$ cat config.mk
export PLATFORM = sky130hd
export DESIGN_NAME = button_conditioner
export DESIGN_NICKNAME = d
export VERILOG_FILES = /design/src/rtl/button_conditioner.sv
export SDC_FILE = /design/constraint.sdc
export NUM_CORES = 1
export LEC_CHECK = 0
export BUFFER_PORTS_ARGS = -buffer_cell sky130_fd_sc_hd__buf_2
export CAP_MARGIN = 20
export CORE_ASPECT_RATIO = 0.75
export CORE_MARGIN = 3
export CORE_UTILIZATION = 45
export DETAILED_ROUTE_END_ITERATION = 7
export PLACE_DENSITY = 0.6
export SETUP_SLACK_MARGIN = 0.5
export SLEW_MARGIN = 20
export SYNTH_ARGS = -nofsm -noshare
export SYNTH_HDL_FRONTEND = slang
export SYNTH_SLANG_ARGS = --single-unit
$ cat constraint.sdc
create_clock -name clk_50_i -period 2.29 [get_ports clk_50_i]
set_input_delay 0.3435 -clock clk_50_i [delete_from_list [all_inputs] [get_ports clk_50_i]]
set_output_delay 0.3435 -clock clk_50_i [all_outputs]
set_load 0.005 [all_outputs]
$ cat src/rtl/button_conditioner.sv
// Multi-channel push-button front end: synchronise, debounce, edge-detect, long-press, auto-repeat, toggle.
// Latency: 2-flop synchroniser plus DB_CYC stable cycles before level moves; edge pulses follow level by 0 cycles.
// Backpressure: none; every output is a free-running level or 1-cycle pulse with no handshake.
//
// Ports:
//   clk_50_i       system clock
//   rst_i          synchronous active-high reset
//   btn_raw_i      asynchronous, bouncing button pins (polarity set per channel by ACTIVE_LOW)
//   level_o        debounced pressed state
//   press_o        1-cycle pulse when level rises
//   release_o      1-cycle pulse when level falls
//   long_press_o   1-cycle pulse once per hold reaching LONG_MS
//   repeat_o       1-cycle pulse every REPEAT_MS after long_press_o while still held
//   toggle_o       flips on every press
module button_conditioner #(
  parameter int               N_BTN       = 4,
  parameter int               CLK_HZ      = 50_000_000,
  parameter int               DEBOUNCE_MS = 5,
  parameter int               LONG_MS     = 1000,
  parameter int               REPEAT_MS   = 200,
  parameter logic [N_BTN-1:0] ACTIVE_LOW  = '0
) (
  input  logic             clk_50_i,
  input  logic             rst_i,
  input  logic [N_BTN-1:0] btn_raw_i,
  output logic [N_BTN-1:0] level_o,
  output logic [N_BTN-1:0] press_o,
  output logic [N_BTN-1:0] release_o,
  output logic [N_BTN-1:0] long_press_o,
  output logic [N_BTN-1:0] repeat_o,
  output logic [N_BTN-1:0] toggle_o
);

  localparam int DB_CYC   = CLK_HZ / 1000 * DEBOUNCE_MS;
  localparam int LONG_CYC = CLK_HZ / 1000 * LONG_MS;
  localparam int REP_CYC  = CLK_HZ / 1000 * REPEAT_MS;
  localparam bit REP_EN   = (REPEAT_MS > 0);
  // Keeps the repeat counter at least one bit wide when repeat is disabled.
  localparam int REP_MAX  = (REP_CYC > 0) ? REP_CYC : 1;

  localparam int DW = $clog2(DB_CYC + 1);
  localparam int HW = $clog2(LONG_CYC + 1);
  localparam int RW = $clog2(REP_MAX + 1);

  localparam logic [DW-1:0] DB_LAST   = DW'(DB_CYC - 1);
  localparam logic [HW-1:0] LONG_LAST = HW'(LONG_CYC - 1);
  localparam logic [RW-1:0] REP_LAST  = RW'(REP_MAX - 1);

  typedef enum logic [1:0] {
    S_IDLE,
    S_HOLD,
    S_REPEAT,
    S_DONE
  } state_e;

  for (genvar i = 0; i < N_BTN; i++) begin : g_ch
    logic          meta_q, sync_q;
    logic          level_q, level_d;
    logic          level_prev_q;
    logic          toggle_q;
    logic [DW-1:0] db_cnt_q, db_cnt_d;
    logic [HW-1:0] hold_cnt_q, hold_cnt_d;
    logic [RW-1:0] rep_cnt_q, rep_cnt_d;
    state_e        state_q, state_d;
    logic          press_w, release_w, long_w, rep_w;

    // Debouncer: any cycle where sync agrees with level restarts the count,
    // so only DB_CYC consecutive disagreeing cycles move level.
    always_comb begin
      db_cnt_d = '0;
      level_d  = level_q;
      if (sync_q != level_q) begin
        if (db_cnt_q == DB_LAST) begin
          level_d = sync_q;
        end else begin
          db_cnt_d = db_cnt_q + 1'b1;
        end
      end
    end

    assign press_w   = level_q & ~level_prev_q;
    assign release_w = ~level_q & level_prev_q;

    always_ff @(posedge clk_50_i) begin
      if (rst_i) begin
        meta_q       <= 1'b0;
        sync_q       <= 1'b0;
        level_q      <= 1'b0;
        level_prev_q <= 1'b0;
        db_cnt_q     <= '0;
        toggle_q     <= 1'b0;
      end else begin
        meta_q       <= btn_raw_i[i] ^ ACTIVE_LOW[i];
        sync_q       <= meta_q;
        level_q      <= level_d;
        level_prev_q <= level_q;
        db_cnt_q     <= db_cnt_d;
        toggle_q     <= toggle_q ^ press_w;
      end
    end

    // Hold FSM: state register
    always_ff @(posedge clk_50_i) begin
      if (rst_i) begin
        state_q    <= S_IDLE;
        hold_cnt_q <= '0;
        rep_cnt_q  <= '0;
      end else begin
        state_q    <= state_d;
        hold_cnt_q <= hold_cnt_d;
        rep_cnt_q  <= rep_cnt_d;
      end
    end

    // Hold FSM: next state. A release overrides every state.
    always_comb begin
      state_d    = state_q;
      hold_cnt_d = hold_cnt_q;
      rep_cnt_d  = rep_cnt_q;
      if (!level_q) begin
        state_d    = S_IDLE;
        hold_cnt_d = '0;
        rep_cnt_d  = '0;
      end else begin
        case (state_q)
          S_IDLE: begin
            if (press_w) begin
              state_d    = S_HOLD;
              hold_cnt_d = '0;
              rep_cnt_d  = '0;
            end
          end
          S_HOLD: begin
            if (hold_cnt_q == LONG_LAST) begin
              state_d = REP_EN ? S_REPEAT : S_DONE;
            end else begin
              hold_cnt_d = hold_cnt_q + 1'b1;
            end
          end
          S_REPEAT: begin
            if (rep_cnt_q == REP_LAST) begin
              rep_cnt_d = '0;
            end else begin
              rep_cnt_d = rep_cnt_q + 1'b1;
            end
          end
          S_DONE: begin
            state_d = S_DONE;
          end
          default: begin
            state_d = S_IDLE;
          end
        endcase
      end
    end

    // Hold FSM: outputs. Gating with level suppresses pulses in the release cycle,
    // where the state register has not yet returned to IDLE.
    always_comb begin
      long_w = 1'b0;
      rep_w  = 1'b0;
      if (level_q) begin
        long_w = (state_q == S_HOLD)   && (hold_cnt_q == LONG_LAST);
        rep_w  = (state_q == S_REPEAT) && (rep_cnt_q == REP_LAST);
      end
    end

    assign level_o[i]      = level_q;
    assign press_o[i]      = press_w;
    assign release_o[i]    = release_w;
    assign long_press_o[i] = long_w;
    assign repeat_o[i]     = rep_w;
    assign toggle_o[i]     = toggle_q;
  end

endmodule

==> impl_metrics.py <==
metrics = {
    "worst_setup_path": {
        "crit_type": "reg2out",
        "cp_slowest_stage_delay_ns": 0.51,
        "required_ns": 1.95,
        "crit_path_end_kind": "output port",
        "reg2reg_to": "g_ch[1].hold_cnt_q[19]$_SDFFE_PP0P_",
        "rr_worst_depth": 11,
        "worstPathArrival_ns": 2.24,
        "crit_chain": "or4_1 -> or4_4 -> nor4_2 -> and3_1 -> buf_2",
        "r2r_slack_ns": 0.05,
        "startpoint_type": "flip-flop",
        "critical_path.max_fanout": 2,
        "critPathLaunch": "g_ch[2].rep_cnt_q[11]$_SDFFE_PP0P_",
        "r2r-start": "g_ch[1].hold_cnt_q[0]$_SDFFE_PP0P_",
        "slowest_stage": "or4_1",
    },
    "timing": {
        "finalHoldViolations": 0,
        "fmax_ghz": 0.3870,
        "slew_headroom": 0.4973,
        "rsz0062_at_grt": "yes",
        "fin_crit_ns": 2.584,
        "slew_violations": 0,
        "finalCritPeriodShare": 1.128,
        "worst_pin_slew_ns": 0.7482,
        "setup_viol": 5,
        "skew_ns": 0.01183,
        "setup_ws_ns": -0.2937,
    },
    "power_and_ir_drop": {
        "powerDensity_nw_per_um2": 542.1,
        "vdd_drop_max_mv": 0.5707,
        "p_leak_nw": 6.982,
    },
    "cts": {
        "insertion_delay_ns": 0.52,
        "clkSinkCount": 300,
        "clk_pin_slew_ns": 0.06,
        "cts_hold_buf": 0,
        "numCtsBuffers": 34,
        "h-tree-depth": 2,
        "cts_tree": "built",
        "clockBufferDepth": 3,
        "root_buffer": "clkbuf_16",
    },
    "placed_design": {
        "post_dp_cell_area_um2": 16310,
        "post-dp-hpwl_um": 25770,
        "port_buffers": 29,
        "routabilityCongestion": 0.8776,
    },
    "global_routing": {
        "grt_pass1_wl_um": 67190,
        "first_global_vias": 13430,
        "antenna_found_initial": 1,
        "grt_overflow": 0,
        "track_usage": 0.2218,
        "grt_start_max_net_pins": 21,
    },
    "yosys": {
        "yosys.cell_count.top_type": "dfxtp_1",
        "syn-num-nets": 1856,
        "synthCells": 1838,
        "yosys-top-cells-count": "300 x dfxtp_1, 233 x nor2_1, 146 x nand2_1",
        "ys.flop_type": "dfxtp_1",
        "ys_seq_area_frac": 0.3991,
        "yosys_warnings": 0,
        "syn_area_um2": 15050,
        "yosysTopAreaCell": "dfxtp_1",
        "synthDistinctLibCells": 79,
        "avgSynthCellArea_um2": 8.187,
        "ys_top_cells_by_area": "dfxtp_1 40%, nor2_1 5.8%, xnor2_1 4.6%",
        "async_flop_share": 0,
        "ys_ff_latch": 300,
        "synth_top_area_frac": 0.3991,
        "synth_edf_count": 0,
    },
    "hold_path": {
        "whs_endpoint": "g_ch[1].meta_q$_SDFF_PP0_",
        "hold_path.class": "in2reg",
        "holdCritStartpoint": "btn_raw_i[1]",
        "worstHoldPathCells": 2,
    },
    "floorplan": {
        "dieArea_um2": 35690,
        "dieWidth_um": 217.2,
        "core_area_um2": 32660,
        "rows": 57,
        "ios": 30,
        "die_y_um": 164.4,
        "initial_utilization": 0.4607,
    },
    "route": {
        "remaining_drc_errors": 0,
        "routedWlPerCell_um": 17.16,
        "drtIter0Drc": 1000,
        "num_vias": 14740,
        "viasPerCell": 5.864,
        "firstDrtPassIters": 5,
        "antenna_left": 0,
        "wl_um": 43120,
    },
    "final_layout": {
        "final_nets": 2066,
        "final.fill_count": 2695,
        "syn2layout_area_growth_pct": 37.34,
        "fin_area_um2": 20660,
        "fin_util": 0.6327,
        "drive_above_1_share": 0.3406,
    },
    "status": {
        "status": "finished with violations",
        "violations": "negative setup slack",
    },
    "flow_run": {
        "maxCapViolCount": 0,
    },
}
metal layers:
metal  wire length, um  vias to the layer above  GRT usage
met4               859                        0    0.05630
met3              2330                       87    0.03514
met1             20380                     7113     0.3223
met5                 0                        -          0
met2             19550                      410     0.3439
li1                  -                     7126          -
through the flow:
stage	cells	worst slack [ns]	hold slack, ns	power (W)	setup TNS [ns]
3_5_place_dp	2305	0.1032	0.4366	0.005388	0
6_report	2513	-0.2937	0.05805	0.01120	-0.6487
2_1_floorplan	1838	0.2338	0.4138	0.005367	0
4_1_cts	2451	-0.3444	0.04189	0.01135	-0.7592
5_1_grt	2512	-0.3656	0.05761	0.01159	-1.083
3_3_place_gp	2305	0.1071	0.4184	0.005386	0
what timing repair did:
| action | CTS | global route |
|---|---|---|
| setup endpoints to repair | 273 | 276 |
| cloned | 9 | 3 |
| setup buffers | 79 | 58 |
| resized for setup | 267 | 218 |
| pin swaps | 134 | 123 |
registers in the layout (all words and copies together) (netlist names):
name               count
g_ch.db_cnt_q         72
g_ch.hold_cnt_q      104
g_ch.level_prev_q      4
g_ch.level_q           4
g_ch.meta_q            4
g_ch.rep_cnt_q        96
g_ch.state_q           8
g_ch.sync_q            4
g_ch.toggle_q          4
report_power, final:
group / switching, W / leakage (nW) / total (W) / internal (W)
registers: 0.00000546 / 2.48 / 0.00520 / 0.00519
clock network: 0.00223 / 0.598 / 0.00596 / 0.00374
logic: 0.0000249 / 3.91 / 0.0000432 / 0.0000184
total: 0.00226 / 6.98 / 0.0112 / 0.00895
critical path, delay by kind of cell (launching register included):
kind	cells	cell delay [ns]
and+or+nand+nor	4	1.28
buffers and inverters	1	0.11
DFF	1	0.34
cell usage in the layout (no fill, tap or decap), types with 10 or more instances in the layout:
cell	netlist	final
o22a_1	20	20
nor4_4	0	17
a31oi_1	43	37
a21oi_1	106	61
nand2_1	146	136
o211ai_1	10	10
and4_1	23	21
clkbuf_16	0	37
nor3_1	43	31
nand2b_1	17	13
dfxtp_4	0	29
inv_1	55	51
nor4_1	44	20
nand3_1	118	104
nor3_2	0	10
buf_4	26	171
or4_1	21	10
nor2b_1	23	21
a21oi_2	0	41
nand4_1	88	88
or4_4	0	11
xor2_1	54	54
o21ai_0	34	20
buf_2	16	28
buf_6	0	61
nor2_1	233	221
nor4_2	3	10
nand3_2	1	11
dfxtp_1	300	198
or3_1	23	19
and3_1	46	39
xnor2_1	79	79
dfxtp_2	0	73
final cells by class:
cell class | instances | area [um^2] | share of cell area
antenna | 1 | 2.502 | 0.0001211
clock buffer | 44 | 992.2 | 0.04801
clock inverter | 14 | 232.7 | 0.01126
inverter | 56 | 212.7 | 0.01029
multi-input combinational | 1381 | 10050 | 0.4862
sequential | 300 | 6206 | 0.3003
tap | 442 | 553.0 | 0.02676
timing repair buffer | 275 | 2419 | 0.1170
logic make-up (layout without fill, tap and decap cells):
group / after synthesis / after routing / synth area share
AO/OA/AOI/OAI: 325 / 326 / 0.1430
XOR/XNOR: 133 / 133 / 0.07742
adder cells (fa/ha/maj): 12 / 12 / 0.009978
buffers and inverters: 158 / 389 / 0.04740
flip-flops: 300 / 300 / 0.3991
multiplexers: 14 / 14 / 0.009812
other: 0 / 1 / 0
AND/OR/NAND/NOR: 896 / 896 / 0.3132
worst max path at each step:
stage / to / cells after the start
2_1_floorplan: g_ch[2].rep_cnt_q[23]$_SDFFE_PP0P_ / 5
3_5_place_dp: g_ch[3].hold_cnt_q[15]$_SDFFE_PP0P_ / 6
6_report: repeat_o[2] / 5
3_3_place_gp: repeat_o[2] / 6
5_1_grt: repeat_o[2] / 5
4_1_cts: repeat_o[2] / 5
No activity file was read; power rests on OpenSTA's default activity.
